===== src/rtl/watchdog_multi.sv =====
`default_nettype none
// +-----------------------------------------------------------------------------+
// | watchdog_multi : N_CH heartbeat watchdogs sharing one force_reset pulse.    |
// | Rev 1.0                                                                     |
// +-----------------------------------------------------------------------------+
module watchdog_multi #(
  parameter int     N_CH      = 4,
  parameter int     CNT_W     = 32,
  parameter longint TIMEOUT   = 1000,
  parameter longint WARN      = 750,
  parameter longint WIN_MIN   = 0,
  parameter int     PULSE_LEN = 16,
  localparam int    FCH_W     = (N_CH > 1) ? $clog2(N_CH) : 1
) (
  input  logic             clk,
  input  logic             rstn,
  input  logic [N_CH-1:0]  enable,
  input  logic [N_CH-1:0]  heartbeat,
  input  logic             clear_fault,
  output logic             force_reset,
  output logic [N_CH-1:0]  warning,
  output logic [N_CH-1:0]  timeout_flag,
  output logic [N_CH-1:0]  early_flag,
  output logic             fault_any,
  output logic [FCH_W-1:0] fault_ch
);

  localparam logic [1:0] ARMED = 2'd0;
  localparam logic [1:0] PULSE = 2'd1;
  localparam logic [1:0] HOLD  = 2'd2;

  localparam int              PC_W    = (PULSE_LEN > 1) ? $clog2(PULSE_LEN) : 1;
  localparam logic [PC_W-1:0] PC_LOAD = PC_W'(PULSE_LEN - 1);
  localparam logic [CNT_W-1:0] TO_LAST = CNT_W'(TIMEOUT - 1);
  localparam logic [CNT_W-1:0] WARN_C  = CNT_W'(WARN);
  localparam logic [CNT_W-1:0] WIN_C   = CNT_W'(WIN_MIN);
  localparam logic             WIN_ON  = (WIN_MIN != 0);

  logic [1:0]       state;
  logic [PC_W-1:0]  pulse_cnt;
  logic [CNT_W-1:0] cnt [N_CH];
  logic [N_CH-1:0]  early_hit;
  logic [N_CH-1:0]  to_hit;
  logic [N_CH-1:0]  fault_hit;
  logic [FCH_W-1:0] first_ch;
  logic             armed;
  logic             do_clear;

  assign armed     = (state == ARMED);
  assign do_clear  = (state == HOLD) && clear_fault;
  assign fault_hit = early_hit | to_hit;

  // Fault detection is gated by ARMED, which is what freezes faults in PULSE/HOLD.
  generate
    for (genvar i = 0; i < N_CH; i++) begin : g_ch
      assign early_hit[i] = armed & enable[i] & heartbeat[i] & WIN_ON & (cnt[i] < WIN_C);
      assign to_hit[i]    = armed & enable[i] & ~heartbeat[i] & (cnt[i] == TO_LAST);
      assign warning[i]   = enable[i] & (cnt[i] >= WARN_C) & ~timeout_flag[i];
    end
  endgenerate

  always_comb begin
    first_ch = '0;
    for (int i = N_CH - 1; i >= 0; i--) begin
      if (fault_hit[i]) first_ch = FCH_W'(i);
    end
  end

  always_ff @(posedge clk) begin
    for (int i = 0; i < N_CH; i++) begin
      if (!rstn || do_clear) begin
        cnt[i] <= '0;
      end else if (armed) begin
        if (!enable[i]) begin
          cnt[i] <= '0;
        end else if (heartbeat[i]) begin
          if (!early_hit[i]) cnt[i] <= '0;
        end else if (!to_hit[i]) begin
          cnt[i] <= cnt[i] + CNT_W'(1);
        end
      end
    end
  end

  always_ff @(posedge clk) begin
    if (!rstn) begin
      state        <= ARMED;
      pulse_cnt    <= '0;
      force_reset  <= 1'b0;
      timeout_flag <= '0;
      early_flag   <= '0;
      fault_any    <= 1'b0;
      fault_ch     <= '0;
    end else begin
      case (state)
        ARMED: begin
          if (|fault_hit) begin
            timeout_flag <= timeout_flag | to_hit;
            early_flag   <= early_flag | early_hit;
            fault_any    <= 1'b1;
            fault_ch     <= first_ch;
            force_reset  <= 1'b1;
            pulse_cnt    <= PC_LOAD;
            state        <= PULSE;
          end
        end
        PULSE: begin
          if (pulse_cnt == '0) begin
            force_reset <= 1'b0;
            state       <= HOLD;
          end else begin
            pulse_cnt <= pulse_cnt - PC_W'(1);
          end
        end
        HOLD: begin
          force_reset <= 1'b0;
          if (clear_fault) begin
            timeout_flag <= '0;
            early_flag   <= '0;
            fault_any    <= 1'b0;
            fault_ch     <= '0;
            state        <= ARMED;
          end
        end
        default: begin
          force_reset <= 1'b0;
          state       <= ARMED;
        end
      endcase
    end
  end

endmodule
`default_nettype wire


===== config.mk =====
export PLATFORM = sky130hd
export DESIGN_NAME = watchdog_multi
export DESIGN_NICKNAME = d
export VERILOG_FILES = /design/src/rtl/watchdog_multi.sv
export SDC_FILE = /design/constraint.sdc
export NUM_CORES = 1
export LEC_CHECK = 0
export ABC_AREA = 1
export CORE_MARGIN = 2
export CORE_UTILIZATION = 65
export CTS_CLUSTER_SIZE = 10
export DETAILED_ROUTE_END_ITERATION = 12
export HOLD_SLACK_MARGIN = 0.1
export PLACE_DENSITY = 0.84
export SYNTH_ARGS = -nofsm -noshare
export SYNTH_HDL_FRONTEND = slang
export SYNTH_SLANG_ARGS = --single-unit

===== constraint.sdc =====
create_clock -name clk -period 4.09 [get_ports clk]
set_clock_uncertainty 0.05 [all_clocks]
set_input_delay 0.409 -clock clk [delete_from_list [all_inputs] [get_ports clk]]
set_output_delay 0.409 -clock clk [all_outputs]
set_load 0.05 [all_outputs]

After elaboration in Yosys (flattened, before gate mapping)
Memory sizes are Yosys's and may differ from the RTL's.
Index checks and enable logic that the tools add are counted.
{ "totals": {"output_inout_bits": 16, "register_bits": 14, "mem_count": 1, "ramBits": 128, "latch_bits": 0, "rom_bits": 0} }
{ "mem_list": {"columns": ["memory", "words", "width", "read_ports", "rd_clocked_by_memory_dff", "write_ports", "line", "text"], "rows": [
  ["cnt", 4, 32, 4, 0, 4, "41", "logic [CNT_W-1:0] cnt [N_CH];"]
]} }
{ "op_classes": {"n_shift": 0, "n_reduce_logical": 12, "bitwise_logic": 41, "n_eq_ne": 10, "mul": 0, "magnitude_cmp": 4, "addsub": 5, "div": 0, "muxes": 95} }
{ "ops": {"columns": ["operator", "n"], "rows": [
  ["32-bit two-way mux", 12],
  ["32-bit by 1-bit adder with 32-bit output, second input constant", 4],
  ["32-bit by 10-bit equality test with 1-bit output, second input constant", 4],
  ["32-bit by 10-bit >= comparator with 1-bit output, second input constant", 4],
  ["1-bit two-way mux", 65],
  ["1-bit bitwise AND", 20],
  ["2-bit two-way mux", 8],
  ["4-bit two-way mux", 4],
  ["4-bit case mux with 2 select lines", 2],
  ["1-bit OR", 12],
  ["3-bit AND reduction", 3],
  ["1-bit inverter", 8],
  ["2-bit != test, second input constant", 3],
  ["2-bit case mux with 3 select lines", 1],
  ["4-bit logical NOT", 1],
  ["4-bit OR", 1],
  ["1-bit case mux with 2 select lines", 2],
  ["2-bit case mux with 2 select lines", 1],
  ["2-bit nonzero test", 2],
  ["4-bit OR reduction", 1],
  ["4-bit by 1-bit subtractor with 4-bit output, second input constant", 1],
  ["2-bit by 1-bit equality test with 1-bit output, second input constant", 1],
  ["2-bit equality test, second input constant", 1],
  ["2-bit logical NOT", 1],
  ["5 further kinds", 5]
]} }

Depth between registers and ports, before layout
Gate-level depths: netlist (run 1).
{ "logic_depth": {"word_depth": 11, "depth_mapped": 13} }

Worst setup path after synthesis (run 1)
No wires, ideal clock.
{ "synth_path": {"kind": "register to output", "from": "memory cnt[0][0]", "to": "output warning[0]", "path_stages_with_launch": 7, "path_slack_ns": 1.468, "arrival_ns": 2.163, "cell_sequence": "edfxtp_1 inv_1 ha_1 nor2_1 o31ai_1 nand3_1 a311oi_1"} }
{ "synth_lines": {"columns": ["item", "line", "text"], "rows": [
  ["start: declaration", "41", null],
  ["end: declaration", "21", "output logic [N_CH-1:0] warning,"]
]} }

==> results of run 1 <==
## state kept, by name, indices dropped and copies added (netlist names)
name / flops
cnt: 128
pulse_cnt: 4
timeout_flag: 4
fault_ch: 2
state: 2
fault_any: 1
force_reset: 1
## layer usage
| layer | GRT usage [%] | up-vias | part of all wire (%) | routed length (um) |
|---|---|---|---|---|
| met5 | 0 | - | 0 | 0 |
| met4 | 9.63 | 0 | 2.4 | 473 |
| met3 | 5.90 | 43 | 6.0 | 1190 |
| met2 | 44.2 | 294 | 47 | 9340 |
| met1 | 36.5 | 3587 | 44 | 8700 |
| li1 | - | 3915 | - | - |
## worst max path at each step
stage	depth (start not counted)	slack, ps	to
after floorplan	6	1470	warning[0]
after global placement	9	1490	warning[1]
after detailed placement	9	1440	cnt[0][15]
after CTS	8	1020	warning[2]
after global routing	9	850	warning[1]
final	8	1030	warning[2]
## placed cells by master, fill, tap and decap left out, types with 4 or more instances in the layout
cell             instances
o21a_1                   4
dfxtp_1                 14
nand3_1                 64
o21ai_0                 27
conb_1                   4
nand2_1                245
clkinv_2                 5
nor2_4                   7
xnor2_1                 14
inv_2                    5
nand4_1                 42
nor3_1                  49
nor2_2                  16
a21oi_1                 48
clkdlybuf4s50_1         22
nor4_1                  13
nand3_2                  7
nand2_2                 11
a31oi_1                  4
or2_2                    5
buf_4                    4
nor2_1                 169
ha_1                     9
o31ai_1                  4
edfxtp_1               128
clkbuf_16               17
inv_1                  199
xor2_1                  41
nor3b_1                  9
## power by group
| group | switching [mW] | internal, mW | leakage [nW] | total (mW) |
|---|---|---|---|---|
| clock network | 0.612 | 0.893 | 0.278 | 1.50 |
| logic | 0.0400 | 0.0159 | 2.33 | 0.0559 |
| registers | 0.00215 | 1.56 | 1.69 | 1.56 |
| total | 0.654 | 2.47 | 4.29 | 3.12 |
## logic make-up after synthesis
| group | synth area share [%] |
|---|---|
| AOI/OAI and AO/OA | 5.74 |
| xor gates and xnor gates | 5.26 |
| adders and majority gates | 1.23 |
| buffers and inverters | 9.61 |
| DFF | 45.1 |
| other | 0.0410 |
| and+or+nand+nor | 33.1 |
## critical path: cells and delay by family (launching register included)
kind,cells,cell delay (ps)
buffers and inverters,2,770
DFF,1,400
AOI/OAI and AO/OA,2,340
and+or+nand+nor,3,470
adders and majority gates,1,190
## area by class of cell
class                      instances  area [um^2]
inverter                         207          783
timing repair buffer              26          250
tap                              180          225
multi-input combinational        813         4160
sequential                       142         4120
clock buffer                      17          425
clock inverter                    15          146
fill                            1029         3710
==> flow_metrics.env, run 1 <==
export IMPL_die_height_um=123
export IMPL_core_um2=13800
export IMPL_fin_crit_sh_pct=74.8
export IMPL_hold_viol=0
export IMPL_clk_pin_slew_ps=60
export IMPL_vias=7839
export IMPL_yosys_warnings=0
export IMPL_wl_mm=19.7
export IMPL_firstDrtPassIters=6
export IMPL_synth_main_ff_cell="edfxtp_1"
export IMPL_viasPerCell=5.60
export IMPL_ios=27
export IMPL_start_util_pct=66.2
export IMPL_ys_seq_area_share_pct=45.1
export IMPL_ctsRootBufferMaster="clkbuf_16"
export IMPL_hold_depth=2
export IMPL_fin_cells=1400
export IMPL_syn_area_per_cell_um2=7.80
export IMPL_slew_viol_final=0
export IMPL_fp_dieW_um=123
export IMPL_p_total_mw=3.12
export IMPL_fin_tns_setup_ps=0
export IMPL_place_congestion=0.935
export IMPL_worstHoldEndpoint="timeout_flag[1]"
export IMPL_drtAntennaViolNets=0
export IMPL_cts_resized_gates=0
export IMPL_cts_buffer_depth=2
export IMPL_rows=43
export IMPL_cts_max_level=4
export IMPL_worstHoldStart="timeout_flag[1]"
export IMPL_hp_class="register to register"
export IMPL_grt_max_degree=33
export IMPL_dieArea_um2=15000
export IMPL_synth_area_um2=9150
export IMPL_path_cells="inv_1 > ha_1 > or2_2 > nand4_1 > o21ai_0 > a31oi_1 > nor3_1 > clkdlybuf4s50_1"
export IMPL_place_area_um2=9540
export IMPL_cp_end_kind="output port"
export IMPL_synth_area_leader_cell="edfxtp_1"
export IMPL_async_flop_share_pct=0
export IMPL_synth_most_common_cell="nand2_1"
export IMPL_yosys_area_top_type_share_pct=42.0
export IMPL_ir_drop_mv=0.301
export IMPL_setup_slack_ps=1030
export IMPL_status="finished, final reports clean"
export IMPL_setup_violations=0
export IMPL_routedWlPerCell_um=14.1
export IMPL_worst_slew_pin_slew_ps=706
export IMPL_grt_first_pass_wirelength_mm=32.5
export IMPL_r2r_end="cnt[0][15]"
export IMPL_cp_max_fo=4
export IMPL_synth_area_top_cells="edfxtp_1, nand2_1, inv_1"
export IMPL_p_leak_nw=4.29
export IMPL_synthToLayoutAreaGrowth_pct=10.5
export IMPL_fmax_mhz=327
export IMPL_fin_crit_ps=3060
export IMPL_rr_startpoint="cnt[0][14]"
export IMPL_ys_types=44
export IMPL_crit_slowest_cell="clkdlybuf4s50_1"
export IMPL_cts_buffers=17
export IMPL_path_class="register to output port"
export IMPL_slowest_delay_ps=700
export IMPL_ff2ff_path_depth=9
export IMPL_track_usage_pct=27.4
export IMPL_crit_path_start_kind="register"
export IMPL_n_antenna_cell=0
export IMPL_tritoncts="built"
export IMPL_fin_util_pct=73.2
export IMPL_worstPathRequired_ps=3630
export IMPL_holdBufCountCts=0
export IMPL_synthCells=1174
export IMPL_place_ws_ps=1440
export IMPL_ys_ff_latch=142
export IMPL_rsz0062_at_grt="false"
export IMPL_overflow=0
export IMPL_critPathLaunch="cnt[2][0]"
export IMPL_drtIter0Drc=915
export IMPL_maxCapViolCount=0
export IMPL_holdWs_ps=453
export IMPL_clk_latency_ps=430
export IMPL_synth_edf_count=128
export IMPL_cts_sinks=142
export IMPL_dp_hpwl_mm=14.0
export IMPL_port_buffers=22
export IMPL_dp_cells=1368
export IMPL_drive_gt1_share_pct=7.87
export IMPL_post_cts_buffers=0
export IMPL_layout_nets=1227
export IMPL_p_per_area_nw_per_um2=309
export IMPL_reg2reg_setup_slack_ps=1440
export IMPL_antenna_found_initial=0
export IMPL_grt_pass1_vias=7101
export IMPL_postLayoutCellArea_um2=10100
export IMPL_arrival_ps=2600
export IMPL_drc=0
export IMPL_synth_commonest_cells="nand2_1, inv_1, nor2_1, edfxtp_1, nand3_1"
export IMPL_slew_headroom_pct=52.8
No activity file was read; power rests on OpenSTA's default activity.
==> inputs of run 2 (changes only) <==
- CORE_UTILIZATION: 65 -> 63
- PLACE_DENSITY: 0.84 -> 0.81
- clock period: 4.09 -> 3 ns (I/O delays scaled with it)
==> run 2 against run 1 <==
- critical path type unchanged
- first-iteration DRC count shrank 27%
- combinational power grew 44%
- via count shrank 0.91%
- worst hold slack lost 30 ps
- critical endpoint is now warning[3]
- global-route usage shrank 2.1 points
- non-clock buffer count grew 5
- largest cell class unchanged
==> flow_metrics.env, run 2 (synthesis gave the netlist of run 1 again) <==
export IMPL_path_class="register to output port"
export IMPL_crit_end="warning[3]"
export IMPL_port_buffers=22
export IMPL_grt_max_degree=33
export IMPL_reg2reg_setup_slack_ps=750
export IMPL_cts_max_level=4
export IMPL_rows=44
export IMPL_r2r_end="cnt[1][30]"
export IMPL_cp_end_kind="output port"
export IMPL_ios=27
export IMPL_start_util_pct=63.7
export IMPL_fin_crit_ps=2800
export IMPL_clk_pin_slew_ps=60
export IMPL_slew_headroom_pct=52.5
export IMPL_setup_violations=0
export IMPL_slew_viol_final=0
export IMPL_status="finished, final reports clean"
export IMPL_die_height_um=125
export IMPL_fp_dieW_um=125
export IMPL_fin_cells=1409
export IMPL_drtAntennaViolNets=0
export IMPL_cts_sinks=142
export IMPL_rr_startpoint="cnt[1][1]"
export IMPL_fin_util_pct=70.8
export IMPL_critPathLaunch="cnt[3][13]"
export IMPL_final_common_cell="nand2_1"
export IMPL_tritoncts="built"
export IMPL_dieArea_um2=15500
export IMPL_p_leak_nw=4.39
export IMPL_core_um2=14400
export IMPL_fin_crit_sh_pct=93.2
export IMPL_dp_cells=1377
export IMPL_routedWlPerCell_um=13.7
export IMPL_drive_gt1_share_pct=8.41
export IMPL_grt_first_pass_wirelength_mm=32.3
export IMPL_dp_hpwl_mm=14.0
export IMPL_layout_nets=1232
export IMPL_arrival_ps=2450
export IMPL_ff2ff_path_depth=10
export IMPL_crit_path_start_kind="register"
export IMPL_wl_mm=19.4
export IMPL_viasPerCell=5.51
export IMPL_drtIter0Drc=672
export IMPL_maxCapViolCount=0
export IMPL_fin_tns_setup_ps=0
export IMPL_ir_drop_mv=0.413
export IMPL_clk_latency_ps=430
export IMPL_hp_class="register to register"
export IMPL_layout_common_cells="nand2_1, inv_1, nor2_1"
export IMPL_top_regs="cnt (128), pulse_cnt (4), timeout_flag (4)"
export IMPL_synthToLayoutAreaGrowth_pct=11.1
export IMPL_largest_reg_flops=128
export IMPL_antenna_found_initial=0
export IMPL_fmax_mhz=358
export IMPL_top_register="cnt"
export IMPL_cp_max_fo=4
export IMPL_vias=7768
export IMPL_overflow=0
export IMPL_n_antenna_cell=0
export IMPL_cts_buffer_depth=2
export IMPL_ctsRootBufferMaster="clkbuf_16"
export IMPL_post_cts_buffers=0
export IMPL_cts_buffers=17
export IMPL_grt_pass1_vias=7256
export IMPL_place_congestion=0.940
export IMPL_worst_slew_pin_slew_ps=707
export IMPL_drc=0
export IMPL_p_per_area_nw_per_um2=416
export IMPL_worstPathRequired_ps=2650
export IMPL_firstDrtPassIters=5
export IMPL_rsz0062_at_grt="false"
export IMPL_hold_viol=0
export IMPL_track_usage_pct=25.2
run 2: cell types whose count changed in the layout (fill, tap and decap cells not counted), sizes merged:
cell	previous run	this run
inv	208	214
clkdlybuf4s50	22	19
clkinv	10	5
clkinvlp	2	0
bufinv	2	0
dlymetal6s2s	0	3
buf	4	9
clkbuf	17	20
run 2: what timing repair did:
action                                  CTS  global route
hold buffers                              0             0
resized for setup                         0             3
endpoints found under the setup margin    0             3
run 2: routing by layer:
layer | GRT usage, % | routed length, um
met1 | 32.9 | 8800
met2 | 41.6 | 9010
met3 | 4.55 | 997
met4 | 10.6 | 553
met5 | 0 | 0
run 2: metrics by stage:
step | worst slack, ps | power [mW] | area, um^2 | hold slack [ps]
after floorplan | 487 | 2.23 | 9160 | 371
after global placement | 546 | 2.25 | 9600 | 421
after detailed placement | 540 | 2.25 | 9600 | 419
after CTS | 72.6 | 4.25 | 10200 | 428
after global routing | 83.2 | 4.34 | 10200 | 464
final | 204 | 4.23 | 10200 | 422
run 2: worst max-delay path, cell delays in order, from the launching register on:
cell             delay [ps]
edfxtp_1                430
inv_1                   150
nand2_1                  80
nor2_1                  170
nand4_1                 100
nor4_1                  300
nor3_1                   70
clkdlybuf4s50_1         710
run 2: report_power, final:
| part | switching, mW | internal, mW |
|---|---|---|
| registers | 0.00281 | 2.13 |
| clock network | 0.847 | 1.18 |
| logic | 0.0565 | 0.0240 |
| total | 0.906 | 3.33 |
run 2: how the worst min path moves through the flow:
| stage | from | endpoint | slack, ps | cells past startpoint |
|---|---|---|---|---|
| finish | fault_any | fault_any | 420 | 2 |
| global placement | fault_ch[1] | fault_ch[1] | 420 | 2 |
| detailed placement | fault_any | fault_any | 420 | 2 |
| global route | fault_any | fault_any | 460 | 2 |
| CTS | fault_any | fault_any | 430 | 2 |
| floorplan | rstn | pulse_cnt[3] | 370 | 2 |
run 2: area by class of cell:
type | count | area (um^2)
Sequential cell | 142 | 4120
Multi-Input combinational cell | 813 | 4160
Timing Repair Buffer | 31 | 308
Tap cell | 184 | 230
Clock buffer | 20 | 489
Clock inverter | 12 | 75.1
Inverter | 207 | 783
Fill cell | 1139 | 4200
==> inputs of run 3 (changes only) <==
- CORE_UTILIZATION: 63 -> 60
- PLACE_DENSITY: 0.81 -> 0.78
- RECOVER_POWER: unset -> 100
==> run 3 against run 2 <==
- worst hold slack improved by 11 ps
- total power about the same
- critical path depth increased by 2
- register-to-register slack lost 450 ps
- highest routed layer unchanged
- combinational power shrank 3.9%
- non-clock buffer count decreased by 1
==> flow_metrics.env, run 3 (synthesis gave the netlist of run 1 again) <==
export IMPL_fin_crit_sh_pct=95.2
export IMPL_setup_violations=0
export IMPL_slowest_delay_ps=700
export IMPL_crit_slowest_cell="clkdlybuf4s50_1"
export IMPL_use_met1_pct=31.8
export IMPL_cp_top_family="buffers and inverters"
export IMPL_cts_max_level=4
export IMPL_top_usage_layer="met2"
export IMPL_worstPathRequired_ps=2650
export IMPL_path_cells="inv_1 > nand2_1 > nor2_1 > nand2_1 > nor2_1 > nand4_1 > a31oi_1 > nor3_1 > clkdlybuf4s50_1"
export IMPL_top_register="cnt"
export IMPL_r2r_end="cnt[0][15]"
export IMPL_ir_drop_mv=0.438
export IMPL_crit_buf_inv=2
export IMPL_start_util_pct=60.9
export IMPL_place_ws_ps=546
export IMPL_overflow=0
export IMPL_cts_buffer_depth=2
export IMPL_place_congestion=0.904
export IMPL_cp_depth=9
export IMPL_die_height_um=128
export IMPL_fin_crit_ps=2860
export IMPL_crit_path_start_kind="register"
export IMPL_firstDrtPassIters=5
export IMPL_layout_nets=1231
export IMPL_cts_sinks=142
export IMPL_wl_mm=19.7
export IMPL_rows=45
export IMPL_layout_common_cells="nand2_1, inv_1, nor2_1"
export IMPL_post_cts_buffers=0
export IMPL_arrival_ps=2510
export IMPL_viasPerCell=5.44
export IMPL_top_regs="cnt (128), pulse_cnt (4), timeout_flag (4)"
export IMPL_grt_first_pass_wirelength_mm=32.6
export IMPL_rr_startpoint="cnt[0][1]"
export IMPL_vias=7677
export IMPL_fmax_mhz=350
export IMPL_path_class="register to output port"
export IMPL_drtAntennaViolNets=0
export IMPL_clk_pin_slew_ps=60
export IMPL_fin_util_pct=66.7
export IMPL_port_buffers=22
export IMPL_final_common_cell="nand2_1"
export IMPL_ios=27
export IMPL_ff2ff_path_depth=9
export IMPL_core_um2=15000
export IMPL_cts_resized_gates=0
export IMPL_cts_buffers=17
export IMPL_routedWlPerCell_um=14.0
export IMPL_p_per_area_nw_per_um2=422
export IMPL_place_area_um2=9610
export IMPL_dp_hpwl_mm=14.3
export IMPL_p_leak_nw=4.32
export IMPL_status="finished, final reports clean"
export IMPL_grt_max_degree=33
export IMPL_setup_slack_ps=143
export IMPL_antenna_found_initial=0
export IMPL_largest_reg_flops=128
export IMPL_maxCapViolCount=0
export IMPL_clk_latency_ps=420
export IMPL_drive_gt1_share_pct=6.13
export IMPL_slew_viol_final=0
export IMPL_crit_end="warning[2]"
export IMPL_track_usage_pct=24.8
export IMPL_worst_slew_pin_slew_ps=896
export IMPL_drc=0
export IMPL_fin_tns_setup_ps=0
export IMPL_n_antenna_cell=0
export IMPL_slew_headroom_pct=40.3
export IMPL_reg2reg_setup_slack_ps=300
export IMPL_fp_dieW_um=128
export IMPL_cp_max_fo=4
export IMPL_holdBufCountCts=0
export IMPL_gr_usage_met3_pct=5.90
export IMPL_dieArea_um2=16300
export IMPL_grt_pass1_vias=7137
export IMPL_drtIter0Drc=683
export IMPL_hp_class="register to register"
export IMPL_synthToLayoutAreaGrowth_pct=9.56
export IMPL_cp_end_kind="output port"
export IMPL_tritoncts="built"
export IMPL_critPathLaunch="cnt[2][26]"
export IMPL_postLayoutCellArea_um2=10000
export IMPL_hold_viol=0
export IMPL_use_met2_pct=41.7
export IMPL_ctsRootBufferMaster="clkbuf_16"
export IMPL_rsz0062_at_grt="false"
==> run 3: tightest hold or removal path: cells and delay by family (launching register included) <==
kind / cells / cell delay (ps)
compound gates: 1 / 60
buf+inv: 1 / 60
flops: 1 / 310
==> run 3: per-layer routing <==
layer  routed length [um]  up-vias  part of all wire (%)
li1                     -     3918                     -
met1                 8840     3510                    45
met2                 9470      214                    48
met3                 1030       35                   5.2
met4                  401        0                   2.0
met5                    0        -                     0
==> run 3: metrics by stage <==
step	total power, mW	cells	hold slack (ps)
final	4.23	1412	434
after global routing	4.35	1412	447
after detailed placement	2.25	1380	419
after CTS	4.26	1412	440
after floorplan	2.23	1177	371
after global placement	2.25	1380	412
==> run 3: worst min path at each step <==
stage	startpoint	end	slack (ps)	cells past startpoint
detailed placement	force_reset	force_reset	420	2
finish	fault_any	fault_any	430	2
global route	fault_any	fault_any	450	2
floorplan	rstn	pulse_cnt[3]	370	2
global placement	fault_any	fault_any	410	2
CTS	fault_any	fault_any	440	2
==> run 3: final cells by class <==
| type | count | area [um^2] |
|---|---|---|
| multi-input combinational | 813 | 4080 |
| tap | 188 | 235 |
| timing repair buffer | 30 | 236 |
| fill | 1250 | 5010 |
| clock inverter | 4 | 21.3 |
| inverter | 207 | 783 |
| clock buffer | 28 | 549 |
| sequential | 142 | 4120 |
==> run 3: report_power, final <==
part / total, mW / switching, mW / leakage [nW] / internal [mW]
combinational: 0.0774 / 0.0557 / 2.35 / 0.0216
clock: 2.03 / 0.784 / 0.285 / 1.24
sequential: 2.13 / 0.00291 / 1.69 / 2.13
